===== config.mk =====
export PLATFORM = sky130hd
export DESIGN_NAME = x_rr_arbiter_hs
export DESIGN_NICKNAME = d
export VERILOG_FILES = /design/src/rtl/x_rr_arbiter_hs.sv
export SDC_FILE = /design/constraint.sdc
export NUM_CORES = 1
export LEC_CHECK = 0
export CORE_UTILIZATION = 36
export CTS_CLUSTER_SIZE = 28
export DETAILED_ROUTE_END_ITERATION = 10
export SKIP_CTS_REPAIR_TIMING = 1
export SLEW_MARGIN = 20
export SYNTH_ARGS = -nofsm -noshare
export SYNTH_HDL_FRONTEND = slang
export SYNTH_SLANG_ARGS = --single-unit
export TNS_END_PERCENT = 50

===== constraint.sdc =====
create_clock -name clk_i -period 6.6 [get_ports clk_i]
set_input_delay 0.99 -clock clk_i [delete_from_list [all_inputs] [get_ports clk_i]]
set_output_delay 0.99 -clock clk_i [all_outputs]
set_load 0.1 [all_outputs]

===== src/rtl/x_rr_arbiter_hs.sv =====
// Round-robin row arbiter with a valid/ready grant handshake and burst hold.
// One registered stage sits between req_i and the grant outputs; ready_i only
// steers next-state logic. After an accepted beat the priority pointer moves
// past the accepted row, so every requesting row is eventually served.
module x_rr_arbiter_hs #(
    parameter int WIDTH     = 16,
    parameter int X_WIDTH   = $clog2(WIDTH),
    parameter int MAX_BURST = 4,
    parameter int BW        = $clog2(MAX_BURST + 1)
) (
    input  logic               clk_i,
    input  logic               reset_i,
    input  logic               enable_i,
    input  logic [WIDTH-1:0]   req_i,
    input  logic [BW-1:0]      burst_len_i,
    input  logic               ready_i,
    output logic               valid_o,
    output logic [WIDTH-1:0]   gnt_o,
    output logic [X_WIDTH-1:0] xadd_o
);

    typedef enum logic {
        IDLE  = 1'b0,
        GRANT = 1'b1
    } state_t;

    localparam logic [BW-1:0] ONE_B = BW'(1);
    localparam logic [BW-1:0] MAX_B = BW'(MAX_BURST);

    state_t             state;
    logic [WIDTH-1:0]   mask_ff;
    logic [BW-1:0]      burst_cnt;
    logic [BW-1:0]      blen_q;

    logic [WIDTH-1:0]   masked_req;
    logic [X_WIDTH-1:0] win_idx;
    logic [WIDTH-1:0]   hs_mask;
    logic [WIDTH-1:0]   hs_masked_req;
    logic [X_WIDTH-1:0] hs_idx;
    logic               cur_req;
    logic               handshake;
    logic               burst_more;
    logic               req_any;
    logic [BW-1:0]      blen_new;

    // Lowest set bit of a vector; returns 0 for an empty vector.
    function automatic logic [X_WIDTH-1:0] lowest_idx(input logic [WIDTH-1:0] v);
        logic [X_WIDTH-1:0] idx;
        idx = '0;
        for (int i = WIDTH - 1; i >= 0; i--) begin
            if (v[i]) begin
                idx = X_WIDTH'(i);
            end
        end
        return idx;
    endfunction

    // One-hot vector for a row index.
    function automatic logic [WIDTH-1:0] onehot(input logic [X_WIDTH-1:0] idx);
        return {{(WIDTH-1){1'b0}}, 1'b1} << idx;
    endfunction

    // Mask that leaves only rows above idx eligible. The shift amount is one
    // bit wider than the index so that the top row produces an all-zero mask
    // instead of wrapping the shift amount back to zero.
    function automatic logic [WIDTH-1:0] mask_after(input logic [X_WIDTH-1:0] idx);
        logic [X_WIDTH:0] sh;
        sh = {1'b0, idx} + 1'b1;
        return {WIDTH{1'b1}} << sh;
    endfunction

    // Burst length 0 means a single beat; oversize requests are clamped.
    function automatic logic [BW-1:0] clamp_len(input logic [BW-1:0] v);
        logic [BW-1:0] r;
        r = v;
        if (v == '0) begin
            r = ONE_B;
        end else if (v > MAX_B) begin
            r = MAX_B;
        end
        return r;
    endfunction

    // Winner selection for a fresh grant from IDLE and for the grant that
    // follows an accepted beat (which must already see the advanced mask).
    always_comb begin
        masked_req    = req_i & mask_ff;
        win_idx       = (|masked_req) ? lowest_idx(masked_req) : lowest_idx(req_i);
        hs_mask       = mask_after(xadd_o);
        hs_masked_req = req_i & hs_mask;
        hs_idx        = (|hs_masked_req) ? lowest_idx(hs_masked_req) : lowest_idx(req_i);
        cur_req       = req_i[xadd_o];
        handshake     = valid_o & ready_i;
        burst_more    = ((burst_cnt + 1'b1) < blen_q) & cur_req;
        req_any       = |req_i;
        blen_new      = clamp_len(burst_len_i);
    end

    // Grant FSM; every output is a register so nothing reaches the outputs
    // combinationally from req_i or ready_i.
    always_ff @(posedge clk_i or posedge reset_i) begin
        if (reset_i) begin
            state     <= IDLE;
            mask_ff   <= '1;
            gnt_o     <= '0;
            xadd_o    <= '0;
            valid_o   <= 1'b0;
            burst_cnt <= '0;
            blen_q    <= ONE_B;
        end else begin
            case (state)
                IDLE: begin
                    if (enable_i && req_any) begin
                        gnt_o     <= onehot(win_idx);
                        xadd_o    <= win_idx;
                        valid_o   <= 1'b1;
                        blen_q    <= blen_new;
                        burst_cnt <= '0;
                        state     <= GRANT;
                    end else begin
                        gnt_o   <= '0;
                        xadd_o  <= '0;
                        valid_o <= 1'b0;
                    end
                end
                GRANT: begin
                    if (handshake) begin
                        mask_ff <= hs_mask;
                        if (burst_more) begin
                            burst_cnt <= burst_cnt + 1'b1;
                        end else if (enable_i && req_any) begin
                            gnt_o     <= onehot(hs_idx);
                            xadd_o    <= hs_idx;
                            valid_o   <= 1'b1;
                            blen_q    <= blen_new;
                            burst_cnt <= '0;
                        end else begin
                            gnt_o   <= '0;
                            xadd_o  <= '0;
                            valid_o <= 1'b0;
                            state   <= IDLE;
                        end
                    end else if (!cur_req) begin
                        // Row withdrew before acceptance: drop the grant and
                        // keep the mask so that row keeps its turn.
                        gnt_o   <= '0;
                        xadd_o  <= '0;
                        valid_o <= 1'b0;
                        state   <= IDLE;
                    end
                end
                default: begin
                    gnt_o   <= '0;
                    xadd_o  <= '0;
                    valid_o <= 1'b0;
                    state   <= IDLE;
                end
            endcase
        end
    end

endmodule


==> out/metrics.csv, run 1 <==
metric,value,unit
CTS Buffer Depth,2,
footprint of the multi-input gates,2000,µm²
critical path required time,6.78,ns
max-slew violations,0,
FF/Latch Area,1120,µm²
pin count of the biggest net entering global routing,45,
Gate Count Post-Synth,385,
Worst Setup End Kind,flop,
status,"finished, violations left",
IO Pins,44,
number of max-cap violations,0,
Ys Warns,0,
compound-gate portion of the synthesized area,27.9,%
post-synthesis sequential area ratio,33.8,%
"Clk Latency, worst-skew pair",0.30,ns
Avg WL per Cell,19.2,µm
first-pass GRT wire length,16.9,mm
Die Ht,98.1,µm
cts bufs inserted,5,
port bufs,43,
critical path arrival,4.19,ns
area grow syn2layout,16.0,%
Final #Nets,448,
reg2reg end,xadd_o[0],
vias in the first global route,3148,
cell taking the most area after synthesis,dfrtp_1,
RD Place Congestion,0.915,
CTS tree,done,
clock slew at reported path FFs,0.09,ns
Synth top cells by count,"nand2_1 (67), o21ai_0 (31), dfrtp_1 (27)",
die area,9620,µm²
Via density,6.17,
Synth area leaders,"dfrtp_1 (20%), dfstp_2 (13%), nand2_1 (7.6%), o21ai_0 (4.7%), a21oi_1 (2.7%)",
core area,8850,µm²
Simple-Gate Fraction of Synth Area,23.2,%
Worst-Margin Slew,1.01,ns
top-count cell post-synth,nand2_1,
layout cells sized above 1,13.1,%
largest family of logic cells by synthesized area,compound AO/OA/AOI/OAI gates,
Final min period,4.00,ns
WL final,10.1,mm
top cell type's share of synthesized area,20.3,%
Synth Area in XOR/XNOR,0.264,%
LEAKAGE,1.53,nW
clock root buffer,clkbuf_8,
Max-Slew Margin vs Limit,32.6,%
internal reg-to-reg setup slack,2.70,ns
GR Overflow Total,0,
Post-Syn Area,3320,µm²
Reg2Reg Depth,11,
clk sinks,44,
post-DP HPWL,7.53,mm
hold endpoint,mask_ff[14],
Fin. Hold Viols,0,
Rows,34,
failing checks,DRC,
synthesized area per cell,8.63,µm²
mux share of post-synthesis cell area,6.21,%
Starting Density,37.5,%
GRT Total Usage,22.1,%
Post-synth EDFFs,0,
setup TNS,0,ns
# setup viols final,0,
Max Fanout on Critical Path,7,
fillers,889,
Setup crit start kind,input port,
worst r2r src,xadd_o[1],
worst min-delay path class,flop to flop,
Post-DRT Antenna Nets,0,
# diodes,0,
Yosys reg bits,44,
Fmax,0.250,GHz
H-tree Lvls,2,
worst hold stages,2,
initial antenna violation count,0,
DRC viols,5,
maximum vdd drop,0.307,mV
die extent in x,98.1,µm
HP Start,mask_ff[14],
vias,3252,
clock skew,0.00861,ns
period utilization,60.6,%
final worst slack,2.60,ns
Setup WS pre-CTS,2.43,ns
Synth cell types,73,
Pre-antenna DRT Iters,9,
ys async rst share,100,%
PD cells,443,nW/µm²
drt initial violations,278,
commonest register cell after synthesis,dfrtp_1,
Mapped Nets,415,
unrepaired setup endpoints after global routing,no,
CP Class,input port to flop,
Synth Area in Adders,2.64,%
## sequential cells by signal, summed over array words and instances (netlist names)
| register | count |
|---|---|
| blen_q | 3 |
| burst_cnt | 3 |
| xadd_o | 4 |
| state | 1 |
| mask_ff | 16 |
| valid_o | 1 |
| gnt_o | 16 |
## stage by stage
step	instance area [µm²]	util (%)	hold slack [ns]	instances	total power [W]
3_3_place_gp	3770	42.6	0.480	519	0.00152
2_1_floorplan	3320	-	0.457	385	0.00128
3_5_place_dp	3770	42.6	0.481	519	0.00154
4_1_cts	3850	43.6	0.495	527	0.00171
5_1_grt	3850	43.6	0.518	527	0.00183
6_report	3850	43.6	0.495	527	0.00171
## power by group
group	internal [W]	total [W]	switching, W	leakage (nW)
clock	0.0000745	0.000166	0.0000920	0.0422
sequential	0.000396	0.000499	0.000104	0.545
combinational	0.000334	0.00104	0.000707	0.946
## cells in the final DEF, fill, tap and decap left out, drive strengths merged, types with 5 or more instances in the layout
cell type       n
nor2           22
a21oi          18
a22oi           7
mux2            5
o31ai           6
dfstp          17
nor3            8
dfrtp          27
clkbuf          7
a221o           8
nand2          67
a31oi           7
o221ai          7
o21ai          32
nor4            6
inv            16
nand3          10
ha              7
nand2b          6
clkdlybuf4s50  43
## critical path, stage by stage
cell             delay (ns)
clkdlybuf4s50_1        0.57
nor4_1                 0.76
nor2b_1                0.11
o21ai_0                0.36
a21oi_1                0.15
o21ai_0                0.60
or2_2                  0.28
nor3_1                 0.06
a221o_1                0.30
## worst max path at each step
stage                     cells after the start  slack, ns         to       from
after floorplan                              11       2.83  xadd_o[1]  xadd_o[1]
after global placement                        9       2.33   gnt_o[6]  req_i[12]
after detailed placement                      9       2.43   gnt_o[6]  req_i[12]
after CTS                                     9       2.74   gnt_o[6]  req_i[12]
after global routing                         11       2.46   gnt_o[5]  xadd_o[1]
final                                         9       2.60   gnt_o[6]  req_i[13]
## layer usage
layer | routed length [µm] | part of all wire, % | global-route usage (%) | vias to the layer above
met2 | 4540 | 45 | 34.5 | 166
li1 | - | - | - | 1525
met1 | 4580 | 45 | 31.5 | 1537
met4 | 289 | 2.9 | 6.99 | 0
met5 | 0 | 0 | 0 | -
met3 | 733 | 7.2 | 3.15 | 24
## cell families after synthesis
family,count (synthesis)
compound gates,129
xor+xnor,1
fa+ha+maj,7
buf+inv,37
flops,44
mux,13
simple gates,154
## area by class of cell
| class | instances | area share (%) |
|---|---|---|
| multi-input cells | 304 | 51.9 |
| repair buffers | 46 | 11.7 |
| inverters | 17 | 1.66 |
| clock inverters | 1 | 0.130 |
| clock buffers | 7 | 1.98 |
| flip-flops and latches | 44 | 29.1 |
| well taps | 108 | 3.51 |
Power figures use the tool's default switching activity.
==> run 2: changes to the inputs <==
Clock period 6.6 ns to 3.47 ns, I/O delays scaled along.
==> out/metrics.csv, run 2 (synthesis results as in run 1) <==
metric,value,unit
status,"finished, violations left",
failing checks,DRC,
period utilization,94.8,%
share of power burned in registers,26.6,%
max-slew violations,0,
final worst slack,0.181,ns
Clock Power Share,9.7,%
number of max-cap violations,0,
clock root buffer,clkbuf_8,
WL final,10.3,mm
sw power,0.00177,W
worst r2r src,xadd_o[0],
Die Ht,98.1,µm
clk sinks,44,
"commonest non-fill, non-tap cell in the layout",nand2_1,
CTS Buffer Depth,2,
internal reg-to-reg setup slack,0.18,ns
Internal Power,0.00163,W
DRC viols,1,
HP Start,mask_ff[4],
"Clk Latency, worst-skew pair",0.30,ns
maximum vdd drop,0.509,mV
die extent in x,98.1,µm
Pwr Total,0.00340,W
GRT Total Usage,22.4,%
Final Non-Filler Cells,553,
port bufs,43,
vias,3363,
CP Class,flop to flop,
drt initial violations,152,
first-pass GRT wire length,17.3,mm
area grow syn2layout,22.1,%
Worst Setup End Kind,flop,
most frequent cells in the layout,"nand2_1 (67), clkdlybuf4s50_1 (40), buf_4 (32), o21ai_0 (31), dfrtp_1 (25)",
pin count of the biggest net entering global routing,34,
Final #Nets,474,
PD cells,839,nW/µm²
GR Overflow Total,0,
core area,8850,µm²
initial antenna violation count,0,
hold endpoint,mask_ff[4],
layout cells sized above 1,20.0,%
IO Pins,44,
clock slew at reported path FFs,0.08,ns
critical path required time,3.65,ns
clock skew,0.00809,ns
placed cell count,545,
# setup viols final,0,
RD Place Congestion,0.946,
FF/Latch Area,1120,µm²
Fin. Hold Viols,0,
vias in the first global route,3417,
Gate power share,63.7,%
# diodes,0,
Avg WL per Cell,18.6,µm
critical path arrival,3.47,ns
die area,9620,µm²
H-tree Lvls,2,
Via density,6.08,
Worst-Margin Slew,0.977,ns
worst hold stages,2,
Sw Ratio,52.1,%
Pre-antenna DRT Iters,9,
Reg2Reg Depth,11,
unrepaired setup endpoints after global routing,yes,
Max Fanout on Critical Path,6,
CTS tree,done,
Post-DRT Antenna Nets,0,
Starting Density,37.5,%
post-DP HPWL,7.84,mm
cts bufs inserted,5,
LEAKAGE,1.66,nW
reg2reg end,gnt_o[6],
Setup crit start kind,flop,
largest registers,"gnt_o: 16 flops, mask_ff: 16 flops, xadd_o: 4 flops",
footprint of the multi-input gates,2010,µm²
Final min period,3.29,ns
Setup WS pre-CTS,0.202,ns
Rows,34,
Max-Slew Margin vs Limit,34.7,%
Fmax,0.304,GHz
worst min-delay path class,flop to flop,
fillers,901,
run 2: power groups by stage:
stage / Clock (W) / Combinational, W / Sequential, W
after global routing: 0.000353 / 0.00234 / 0.000934
final: 0.000329 / 0.00217 / 0.000906
after floorplan: 0 / 0.00115 / 0.00128
after global placement: 0 / 0.00213 / 0.000912
after CTS: 0.000338 / 0.00215 / 0.000906
after detailed placement: 0 / 0.00214 / 0.000914
run 2: how the worst max path moves through the flow:
| stage | from | endpoint | slack (ns) | cells past startpoint |
|---|---|---|---|---|
| 6_report | xadd_o[0] | gnt_o[6] | 0.18 | 11 |
| 4_1_cts | xadd_o[0] | gnt_o[6] | 0.20 | 11 |
| 5_1_grt | xadd_o[0] | gnt_o[12] | -0.05 | 11 |
| 2_1_floorplan | xadd_o[1] | xadd_o[1] | 0.01 | 11 |
| 3_3_place_gp | req_i[1] | gnt_o[15] | 0.24 | 9 |
| 3_5_place_dp | req_i[10] | gnt_o[4] | 0.20 | 9 |
run 2: area by class of cell:
| class | count | area share, % |
|---|---|---|
| multi-input combinational | 304 | 49.5 |
| sequential | 44 | 27.7 |
| timing repair buffer | 72 | 15.8 |
| clock inverter | 2 | 0.309 |
| clock buffer | 6 | 1.79 |
| tap | 108 | 3.33 |
| inverter | 17 | 1.57 |
run 2: stage by stage:
step / TNS (ns) / util [%] / area [µm²] / hold slack (ns)
2_1_floorplan: 0 / - / 3320 / 0.457
3_3_place_gp: 0 / 44.8 / 3960 / 0.479
3_5_place_dp: 0 / 44.8 / 3960 / 0.482
4_1_cts: 0 / 45.8 / 4050 / 0.496
5_1_grt: -0.102 / 45.8 / 4060 / 0.519
6_report: 0 / 45.8 / 4060 / 0.490
run 2: critical path, cell delays in order, from the launching register on:
cell	delay [ns]
dfrtp_2	0.42
ha_1	0.22
inv_1	0.08
ha_1	0.26
or2_2	0.34
a221oi_2	0.33
o22a_2	0.24
nand3b_1	0.12
or3_4	0.46
o21ai_2	0.30
nor2_2	0.09
a221o_1	0.33
run 2: per-layer routing:
| layer | track usage [%] | up-vias | part of all wire [%] |
|---|---|---|---|
| met5 | 0 | - | 0 |
| met4 | 8.97 | 0 | 2.7 |
| met3 | 3.79 | 24 | 7.2 |
| met2 | 36.0 | 147 | 46 |
| met1 | 30.1 | 1614 | 44 |
| li1 | - | 1578 | - |
==> run 3: changes to the inputs <==
Settings changed: CORE_UTILIZATION 36 to 40, SLEW_MARGIN 20 to default.
==> out/metrics.csv, run 3 (synthesis results as in run 1) <==
metric,value,unit
worst min-delay path class,flop to flop,
status,finished clean,
Worst-Margin Slew,0.980,ns
GRT Total Usage,24.9,%
Rows,32,
Post-DRT Antenna Nets,0,
reg2reg end,xadd_o[1],
HP Start,mask_ff[14],
maximum vdd drop,0.498,mV
internal reg-to-reg setup slack,0.18,ns
number of max-cap violations,0,
clock slew at reported path FFs,0.10,ns
CTS Buffer Depth,2,
critical path required time,3.66,ns
area grow syn2layout,22.8,%
Max Fanout on Critical Path,10,
CTS tree,done,
setup TNS,0,ns
unrepaired setup endpoints after global routing,no,
Worst Setup End Kind,flop,
core area,7890,µm²
vias,3340,
Pre-antenna DRT Iters,5,
period utilization,94.9,%
IO Pins,44,
clock skew,0.0161,ns
Fin. Hold Viols,0,
Reg2Reg Depth,11,
clock root buffer,clkbuf_8,
pin count of the biggest net entering global routing,34,
fillers,742,
Die Ht,93.1,µm
GR Overflow Total,0,
clk sinks,44,
PD cells,837,nW/µm²
RD Place Congestion,0.925,
CP Class,flop to flop,
# setup viols final,0,
first-pass GRT wire length,16.9,mm
vias in the first global route,3276,
worst r2r src,xadd_o[0],
hold endpoint,mask_ff[14],
initial antenna violation count,0,
WL final,10.2,mm
post-DP HPWL,7.80,mm
Via density,6.09,
die area,8670,µm²
layout cells sized above 1,20.0,%
Fmax,0.304,GHz
port bufs,43,
die extent in x,93.1,µm
Max-Slew Margin vs Limit,34.5,%
"Core Util, Final",51.7,%
"commonest non-fill, non-tap cell in the layout",nand2_1,
# diodes,0,
largest registers,"gnt_o: 16 flops, mask_ff: 16 flops, xadd_o: 4 flops",
most frequent cells in the layout,"nand2_1 (67), clkdlybuf4s50_1 (41), buf_4 (32), o21ai_0 (31), dfrtp_1 (25)",
Setup crit start kind,flop,
"Clk Latency, worst-skew pair",0.31,ns
DRC viols,0,
drt initial violations,259,
Final min period,3.29,ns
max-slew violations,0,
cts bufs inserted,5,
LEAKAGE,1.67,nW
Final #Nets,475,
H-tree Lvls,2,
Starting Density,42.1,%
worst hold stages,2,
Avg WL per Cell,18.5,µm
critical path arrival,3.48,ns
[run 3: metrics by stage]
step	power [W]	setup slack, ns	area [µm²]	std cells	hold slack (ns)
2_1_floorplan	0.00243	0.0106	3320	385	0.457
3_3_place_gp	0.00301	0.122	3970	540	0.479
3_5_place_dp	0.00303	0.111	3970	540	0.475
4_1_cts	0.00339	0.196	4060	548	0.498
5_1_grt	0.00366	0.00534	4080	548	0.523
6_report	0.00342	0.176	4080	548	0.497
[run 3: how the worst max path moves through the flow]
stage | from | to | depth (start not counted)
final | xadd_o[0] | xadd_o[1] | 11
after global routing | xadd_o[1] | gnt_o[10] | 11
after CTS | xadd_o[0] | gnt_o[7] | 11
after detailed placement | req_i[10] | gnt_o[7] | 9
after global placement | req_i[10] | gnt_o[7] | 9
after floorplan | xadd_o[1] | xadd_o[1] | 11
[run 3: per-layer routing]
| layer | GRT usage (%) | wire (µm) |
|---|---|---|
| met3 | 4.23 | 572 |
| met4 | 9.10 | 286 |
| met5 | 0 | 0 |
| met1 | 34.6 | 4780 |
| met2 | 38.7 | 4520 |
[run 3: worst max-delay path, stage by stage (launching register included)]
cell and delay [ns]:
dfrtp_2 0.37, buf_4 0.21, inv_1 0.10, ha_1 0.32, or2_2 0.31, a221oi_2 0.32, o22a_2 0.25, nand3b_1 0.16
or3_4 0.47, mux2i_4 0.26, o32ai_1 0.13, mux2_2 0.27
[run 3: power by group]
part	internal (W)	leakage, nW	switching (W)	total, W
sequential	0.000755	0.542	0.000151	0.000907
combinational	0.000726	1.08	0.00143	0.00216
clock	0.000162	0.0445	0.000188	0.000351
[run 3: layout make-up]
cell class | count | area [µm²] | area share, %
well taps | 102 | 128 | 3.13
flip-flops and latches | 44 | 1120 | 27.6
multi-input cells | 304 | 2020 | 49.5
clock buffers | 7 | 86.3 | 2.12
clock inverters | 1 | 7.51 | 0.184
inverters | 17 | 63.8 | 1.56
repair buffers | 73 | 651 | 15.9
